`config.mk`:
```
export PLATFORM = sky130hd
export DESIGN_NAME = aes_req_scheduler
export DESIGN_NICKNAME = d
export VERILOG_FILES = /design/src/rtl/aes_req_scheduler.sv
export SDC_FILE = /design/constraint.sdc
export NUM_CORES = 1
export LEC_CHECK = 0
export BUFFER_PORTS_ARGS = -buffer_cell sky130_fd_sc_hd__buf_2
export CORE_AREA = 2 2 601 603
export DETAILED_ROUTE_END_ITERATION = 8
export DIE_AREA = 0 0 603 605
export PLACE_DENSITY = 0.3
export SETUP_SLACK_MARGIN = 0.2
export SYNTH_ARGS = -nofsm -noshare
export SYNTH_HDL_FRONTEND = slang
export SYNTH_SLANG_ARGS = --single-unit
```
`constraint.sdc`:
```
create_clock -name clk -period 24.3 [get_ports clk]
set_input_delay 1.215 -clock clk [delete_from_list [all_inputs] [get_ports clk]]
set_output_delay 1.215 -clock clk [all_outputs]
set_load 0.01 [all_outputs]
```
`src/rtl/aes_req_scheduler.sv`:
```
// Round-robin scheduler sharing one AES core among NUM_REQ requesters.
// One job in flight at a time: accept, issue a start pulse, wait for done
// (watchdog-guarded), return the ciphertext on a valid/ready response channel.
module aes_req_scheduler #(
    parameter int unsigned NUM_REQ = 4,
    parameter int unsigned TIMEOUT = 16,
    parameter int unsigned IDW     = $clog2(NUM_REQ)
) (
    input  logic                   clk,
    input  logic                   rst,
    input  logic [NUM_REQ-1:0]     req_valid,
    output logic [NUM_REQ-1:0]     req_ready,
    input  logic [NUM_REQ*128-1:0] req_plaintext,
    input  logic [NUM_REQ*128-1:0] req_key,
    output logic [NUM_REQ-1:0]     rsp_valid,
    input  logic [NUM_REQ-1:0]     rsp_ready,
    output logic [127:0]           rsp_data,
    output logic                   rsp_err,
    output logic                   core_start,
    output logic [127:0]           core_plaintext,
    output logic [127:0]           core_key,
    input  logic                   core_done,
    input  logic [127:0]           core_ciphertext,
    output logic                   busy,
    output logic [IDW-1:0]         grant_id
);

    // Watchdog must be able to count up to TIMEOUT-1.
    localparam int unsigned WDW = $clog2(TIMEOUT + 1);

    typedef enum logic [2:0] {
        StIdle,
        StIssue,
        StWait,
        StResp,
        StGap
    } state_e;

    state_e             state_q;
    logic [IDW-1:0]     last_grant_q;
    logic [WDW-1:0]     wd_q;

    logic               sel_found;
    logic [IDW-1:0]     sel_idx;
    logic [IDW-1:0]     rr_idx;
    logic [127:0]       sel_pt;
    logic [127:0]       sel_key;
    logic [NUM_REQ-1:0] grant_onehot;

    // Round-robin search starting one past the last served requester.
    always_comb begin
        sel_found = 1'b0;
        sel_idx   = '0;
        rr_idx    = '0;
        for (int unsigned k = 1; k <= NUM_REQ; k++) begin
            rr_idx = IDW'((32'(last_grant_q) + k) % NUM_REQ);
            if (!sel_found && req_valid[rr_idx]) begin
                sel_found = 1'b1;
                sel_idx   = rr_idx;
            end
        end
    end

    // Operand mux for the selected lane.
    always_comb begin
        sel_pt  = '0;
        sel_key = '0;
        for (int i = 0; i < int'(NUM_REQ); i++) begin
            if (sel_idx == IDW'(i)) begin
                sel_pt  = req_plaintext[i*128 +: 128];
                sel_key = req_key[i*128 +: 128];
            end
        end
    end

    assign grant_onehot = NUM_REQ'(1) << grant_id;

    // Ready is only offered in IDLE, and never while reset is asserted.
    assign req_ready = (state_q == StIdle && sel_found && !rst) ? (NUM_REQ'(1) << sel_idx) : '0;

    assign busy = (state_q != StIdle);

    // Scheduler FSM with registered outputs.
    always_ff @(posedge clk or posedge rst) begin
        if (rst) begin
            state_q        <= StIdle;
            last_grant_q   <= IDW'(NUM_REQ - 1);
            wd_q           <= '0;
            grant_id       <= '0;
            core_start     <= 1'b0;
            core_plaintext <= '0;
            core_key       <= '0;
            rsp_valid      <= '0;
            rsp_data       <= '0;
            rsp_err        <= 1'b0;
        end else begin
            core_start <= 1'b0;
            unique case (state_q)
                StIdle: begin
                    if (sel_found) begin
                        core_plaintext <= sel_pt;
                        core_key       <= sel_key;
                        grant_id       <= sel_idx;
                        core_start     <= 1'b1;
                        state_q        <= StIssue;
                    end
                end
                StIssue: begin
                    // core_done is deliberately not looked at here: it may
                    // still be high from the previous job.
                    wd_q    <= '0;
                    state_q <= StWait;
                end
                StWait: begin
                    wd_q <= wd_q + WDW'(1);
                    if (core_done) begin
                        rsp_data  <= core_ciphertext;
                        rsp_err   <= 1'b0;
                        rsp_valid <= grant_onehot;
                        state_q   <= StResp;
                    end else if (wd_q == WDW'(TIMEOUT - 1)) begin
                        rsp_data  <= '0;
                        rsp_err   <= 1'b1;
                        rsp_valid <= grant_onehot;
                        state_q   <= StResp;
                    end
                end
                StResp: begin
                    // No timeout here: a stalled requester holds the core.
                    if (rsp_ready[grant_id]) begin
                        last_grant_q <= grant_id;
                        rsp_valid    <= '0;
                        state_q      <= StGap;
                    end
                end
                StGap: begin
                    state_q <= StIdle;
                end
                default: begin
                    state_q <= StIdle;
                end
            endcase
        end
    end

endmodule

```
==> impl_metrics.toml, run 1 <==
[global_route]
grt_pass1_vias = 27400
use_met3_pct = 3.97
antenna_found_initial = 298
grt_max_degree = 183
grt.met2_usage_pct = 23.0
grt_use_met1_pct = 16.2
busiest_layer = "met2"
grt_pass1_wl_um = 317000
grt-ovfl-total = 0
gr-usage-all-layers_pct = 13.4

[route]
wl_um = 256000
viasPerCell = 3.22
ant_nets = 0
dr_total_vias = 27400
drtIter0Drc = 2029
first_pass_iters = 5
route.detailed.drc = 0
routedWlPerCell_um = 30.1

[cts]
cts_tree = "yes"
ctsHoldBuffers = 0
h-tree-depth = 3
numCtsBuffers = 70
clk_latency_ns = 0.78
clockRootBuffer = "clkbuf_16"
post_cts_resized = 0
clockBufferDepth = 4
cts.clk_slew.worst_paths_ns = 0.05
post_cts_buffers = 0
clock_sinks = 402

[sta]
setup_violations = 0
setup_ws_ns = 19.07
grt_setup_unrepaired = "false"
hold_viol_final = 0
fin_crit_sh_pct = 21.5
tightest_slew_ns = 1.26
max_slew_margin_pct = 13.4
drv_slew = 0
finalCriticalPeriod_ns = 5.23
setup_tns_ns = 0
max_freq_mhz = 191
skew_ns = 0.0630

[layout]
n_fill_cell = 41500
stdcell_count = 8517
fin_nets = 4803
syn2layout_area_growth_pct = 67.0
layout.cells.most_common = "buf_2"
drive_above_1_share_pct = 52.7
layout.cells.most_common_list = "buf_2, nand3_1, dfrtp_1"

[floorplanning]
design.core.area_mm2 = 0.358
rows = 220
initial_utilization_pct = 6.53
dieArea_mm2 = 0.365
io_pins = 1560
die_w_um = 603
die_y_um = 605

[critical_path]
cp.required_ns = 23.08
ff2ff_setup_slack_ns = 19.56
r2r_start = "last_grant_q[1]$_DFFE_PP1P_"
critPathArrivalTime_ns = 4.02
worstSetupPathType = "in2out"
worstSetupEndpointType = "output port"
r2r_cells = 8
crit_path_max_fanout = 67
worstSetupStartpointType = "input port"
worstReg2RegEnd = "core_plaintext[103]$_DFFE_PP0N_"

[synthesis]
synth_xor_area_share_pct = 0
synth-seq-area-share_pct = 43.1
synth_top_family_by_area = "multiplexers"
synth_top_area_share_pct = 42.8
synth_edf_count = 0
synth_seq_cells = 402
synth_nets = 3376
synth_cell_types = 42
yosys.area.top_type = "dfrtp_1"
synth_fa_ha_area_share_pct = 0.107
synthMuxAreaShare_pct = 21.3
syn_inst = 2211
async_reset_ff_share_pct = 100
synth_compound_area_share_pct = 19.4
synthTopCellsByArea = "dfrtp_1, mux2i_1, mux2_2, nand3_1, a221o_1"
synth-simple-area-share_pct = 10.5
ys_warn_count = 0
syn_area_mm2 = 0.0234
ys.flop_type = "dfrtp_1"
avgSynthCellArea_um2 = 10.6

[power_and_ir_drop]
pwr-share-comb_pct = 52.5
p_int_mw = 2.57
p_clk_share_pct = 21.8
peakVddDrop_uv = 58.9
powerDensity_mw_per_mm2 = 124
p_sw_share_pct = 46.8
leakage_nw = 17.1
pwr-share-seq_pct = 25.7
switchingPower_mw = 2.26
power_mw = 4.84

[placement]
hpwl_um = 216000
place.gp.congestion = 0.920
placed_cells_incl_taps = 8339
io_buffer_count = 1559
post-place-ws_ns = 18.68

[min_path]
min-delay-start = "rsp_data[99]$_DFFE_PP0P_"
hold_end = "rsp_data[99]$_DFFE_PP0P_"
worstHoldPathCells = 1
hp-class = "reg2reg"

[status]
status = "finished, final reports clean"

[job]
maxCapViolations = 0
-- cell usage after synthesis, types with 2 or more instances --
library cell and n:
a211oi_1 150, a21oi_1 5, a221o_1 206, a22o_1 129, a22oi_1 2, a41oi_1 2, and3_1 3, buf_1 10
buf_2 53, buf_4 10, buf_6 3, clkbuf_1 183, dfrtp_1 400, dfstp_2 2, ha_1 2, inv_1 58
inv_2 3, mux2_2 200, mux2_4 8, mux2i_1 258, nand2_1 16, nand2b_1 2, nand3_1 413, nor2_1 57
nor2b_1 2, nor3_1 5, o21ai_0 10, o32ai_1 5
-- power by group through the flow --
stage / registers (mW) / clock network, mW / logic, mW
global placement: 1.25 / 0 / 2.61
floorplan: 1.32 / 0 / 1.24
CTS: 1.24 / 1.11 / 2.62
detailed placement: 1.24 / 0 / 2.61
global route: 1.28 / 1.13 / 2.73
finish: 1.24 / 1.05 / 2.54
-- layer usage --
layer / routed length (um) / up-vias / part of all wire (%)
met5: 687 / - / 0.27
met4: 8360 / 104 / 3.3
met3: 18300 / 628 / 7.1
met2: 123000 / 1551 / 48
met1: 105000 / 13600 / 41
li1: - / 11500 / -
-- metrics by stage --
stage	hold WS, ns	utilization (%)	cell area [um2]
finish	0.499	10.9	39000
detailed placement	0.489	10.2	36600
global placement	0.489	10.2	36600
global route	0.507	10.9	39000
CTS	0.503	10.9	38900
floorplan	0.471	-	23400
-- sequential cells by signal, summed over array words and instances, names as in the netlist --
register	count
core_key	128
core_plaintext	128
rsp_data	128
wd_q	5
rsp_valid	4
state_q	3
grant_id	2
last_grant_q	2
core_start	1
rsp_err	1
-- logic make-up (layout without fill, tap and decap cells) --
logic type / after synthesis / after routing
simple gates: 504 / 504
buf+inv: 320 / 1794
fa+ha+maj: 2 / 2
flops: 402 / 402
mux: 467 / 467
other cells: 0 / 59
compound gates: 516 / 516
-- layout make-up --
type / instances / area [um2] / area share [%]
flip-flops and latches: 402 / 10100 / 25.8
repair buffers: 1614 / 8260 / 21.2
inverters: 61 / 244 / 0.625
well taps: 4773 / 5970 / 15.3
clock inverters: 18 / 263 / 0.673
multi-input cells: 1489 / 12100 / 30.9
clock buffers: 101 / 2020 / 5.18
diodes: 59 / 148 / 0.378
-- worst max-delay path, stage by stage --
cell and delay [ns]:
buf_2 0.21, mux2i_1 0.16, o2bb2ai_4 0.16, buf_4 0.55
a21o_4 0.46, buf_4 0.79, nor3_1 0.11, buf_2 0.18
-- worst max-delay path by stage --
stage                           startpoint                               to  slack (ns)
6_report                      req_valid[3]                     req_ready[0]       19.07
3_3_place_gp                  req_valid[2]  core_plaintext[112]$_DFFE_PP0N_       18.67
4_1_cts        last_grant_q[1]$_DFFE_PP1P_                     req_ready[0]       19.03
3_5_place_dp                  req_valid[3]  core_plaintext[112]$_DFFE_PP0N_       18.68
5_1_grt        last_grant_q[1]$_DFFE_PP1P_                     req_ready[2]       18.88
2_1_floorplan                          rst          core_key[0]$_DFFE_PP0N_       11.91
Note: power is estimated with default switching activity, not from simulation.
==> inputs of run 2 (changes only) <==
ABC_AREA = 1   (was unset)
CORE_AREA = 2 2 610 612   (was 2 2 601 603)
DIE_AREA = 0 0 612 614   (was 0 0 603 605)
clock period = 4.6 ns   (was 24.3 ns; I/O delays follow)
==> run 2 against run 1 <==
Net effect: clock skew decreased by 0.015 ns; clock-buffer cell count decreased by 9; cell count increased by 26%; critical path type is now reg2reg; flip-flop and latch count unchanged; setup slack got worse by 19 ns; area after synthesis decreased by 1.7%; routed wire length increased by 12%.
==> impl_metrics.toml, run 2 <==
[status]
status = "finished, final reports clean"

[floorplanning]
die_y_um = 614
design.core.area_mm2 = 0.370
die_w_um = 612
io_pins = 1560
dieArea_mm2 = 0.376
initial_utilization_pct = 6.20
rows = 224

[synthesis]
synth_edf_count = 0
yosys.area.top_type = "dfrtp_1"
syn_area_mm2 = 0.0230
synth_cell_types = 30
synth_nets = 4414
synthTopCellsByArea = "dfrtp_1, nand2_1, nand3_1, a22o_1, o21ai_0"
ys_warn_count = 0
syn_inst = 3249
async_reset_ff_share_pct = 100
ys.flop_type = "dfrtp_1"
avgSynthCellArea_um2 = 7.07
synth_seq_cells = 402
synth-seq-area-share_pct = 43.8
synth_common_cells = "nand2_1, nand3_1, dfrtp_1, inv_1, o21ai_0"
synth_most_common_cell = "nand2_1"
synth_top_area_share_pct = 43.6

[critical_path]
worst_path_most_repeated_cell = "nand2_1"
crit_path_start = "last_grant_q[0]$_DFFE_PP1P_"
slowest_stage = "dlygate4sd3_1"
r2r_cells = 17
worstSetupEndpointType = "flop"
worstSetupPathType = "reg2reg"
r2r_start = "last_grant_q[0]$_DFFE_PP1P_"
crit_chain = "inv_2 -> nand2_1 -> nand2_1 -> nand2_1 -> nand2_1 -> nor2_2 -> nand3_2 -> inv_2 -> nor2_4 -> buf_12 -> buf_16 -> o21ai_0 -> nand3_1 -> dlygate4sd3_1 -> nand2_1 -> dlygate4sd3_1 -> nand2_1"
crit_path_max_fanout = 78
cpPeakStageDelay_ns = 0.61
worstSetupStartpointType = "flop"
critPathArrivalTime_ns = 4.89
cp.required_ns = 5.24

[job]
maxCapViolations = 0

[power_and_ir_drop]
power_mw = 41.2
powerDensity_mw_per_mm2 = 863
leakage_nw = 23.1
peakVddDrop_uv = 741

[global_route]
grt_pass1_wl_um = 359000
grt_max_degree = 107
grt_pass1_vias = 34500
grt-ovfl-total = 0
antenna_found_initial = 247
gr-usage-all-layers_pct = 14.5

[sta]
grt_setup_unrepaired = "false"
max_freq_mhz = 235
setup_tns_ns = 0
drv_slew = 0
setup_violations = 0
skew_ns = 0.0480
fin_crit_sh_pct = 92.5
finalCriticalPeriod_ns = 4.25
tightest_slew_ns = 1.24
hold_viol_final = 0
max_slew_margin_pct = 17.6

[layout]
syn2layout_area_growth_pct = 108
layout.cells.most_common_list = "buf_2, nand2_1, dlygate4sd3_1"
stdcell_area_mm2 = 0.0477
layout.cells.most_common = "buf_2"
fin_nets = 6669
reg_top3 = "core_key x128, core_plaintext x128, rsp_data x128"
drive_above_1_share_pct = 32.0

[route]
viasPerCell = 3.23
route.detailed.drc = 0
ant_nets = 0
dr_total_vias = 34700
first_pass_iters = 5
wl_met3_um = 22300
wl_um = 287000
top_layer = "met5"
routedWlPerCell_um = 26.7
drtIter0Drc = 2605
wl_met2_um = 142000
wl_met1_um = 108000

[cts]
h-tree-depth = 3
cts.clk_slew.worst_paths_ns = 0.06
clockRootBuffer = "clkbuf_16"
numCtsBuffers = 70
clk_latency_ns = 0.77
cts_tree = "yes"
clock_sinks = 402
clockBufferDepth = 4

[placement]
placed_cell_area_mm2 = 0.0368
hpwl_um = 242000
place.gp.congestion = 0.895
io_buffer_count = 1559

[min_path]
min-delay-start = "req_key[474]"
worstHoldPathCells = 5
hp-class = "in2reg"
-- run 2: worst paths after layout --
check                      slack, ns                         to
max                             0.35  core_key[104]$_DFFE_PP0N_
min                             0.02   core_key[90]$_DFFE_PP0N_
max reg2reg                     0.35  core_key[104]$_DFFE_PP0N_
min reg2reg                     0.47   core_key[94]$_DFFE_PP0N_
max in group asynchronous       2.80   core_key[76]$_DFFE_PP0N_
min in group asynchronous       0.40  core_key[110]$_DFFE_PP0N_
-- run 2: layout make-up --
class	instances	area, um2
diodes	229	573
clock buffers	92	1930
clock inverters	28	367
fillers	43300	323000
inverters	234	892
multi-input cells	2369	10900
flip-flops and latches	402	10100
well taps	4972	6220
repair buffers	2427	16700
-- run 2: kinds of logic (layout without fill, tap and decap cells) --
logic type	after synthesis	count (layout)	share of synthesized area, %
simple gates	1882	1882	34.4
compound gates	485	485	12.7
buf+inv	478	2781	8.97
flops	402	402	43.8
fa+ha+maj	2	2	0.109
other cells	0	229	0
-- run 2: where the power goes --
| part | internal (mW) | switching (mW) |
|---|---|---|
| Sequential | 5.35 | 1.18 |
| Combinational | 10.7 | 18.3 |
| Clock | 3.36 | 2.29 |
-- run 2: per-stage QoR --
step | hold slack, ns | std cells | worst slack (ns) | utilization, %
after global routing | 0.0413 | 10700 | 0.246 | 12.8
after CTS | 0.0114 | 10500 | 0.214 | 12.7
after floorplan | 0.370 | 3249 | -2.41 | -
after global placement | 0.458 | 9610 | 0.944 | 9.94
after detailed placement | 0.459 | 9610 | 0.987 | 9.94
final | 0.0183 | 10800 | 0.346 | 12.9
-- run 2: routing by layer --
layer / global-route usage, % / up-vias
met5: 0 / -
met4: 7.56 / 96
met3: 4.28 / 570
met2: 25.0 / 1654
met1: 16.2 / 17000
li1: - / 15400
-- run 2: critical path, delay by kind of cell, from the launching register on --
family / cells / cell delay (ns)
flops: 1 / 0.60
buf+inv: 6 / 1.74
compound gates: 1 / 0.57
simple gates: 10 / 0.99
-- run 2: repair_timing --
action / 4_1_cts / 5_1_grt
resized for setup: 0 / 9
buffers inserted: 0 / 11
endpoints found under the hold margin: 476 / 0
setup endpoints to repair: 0 / 35
hold buffers: 782 / 0
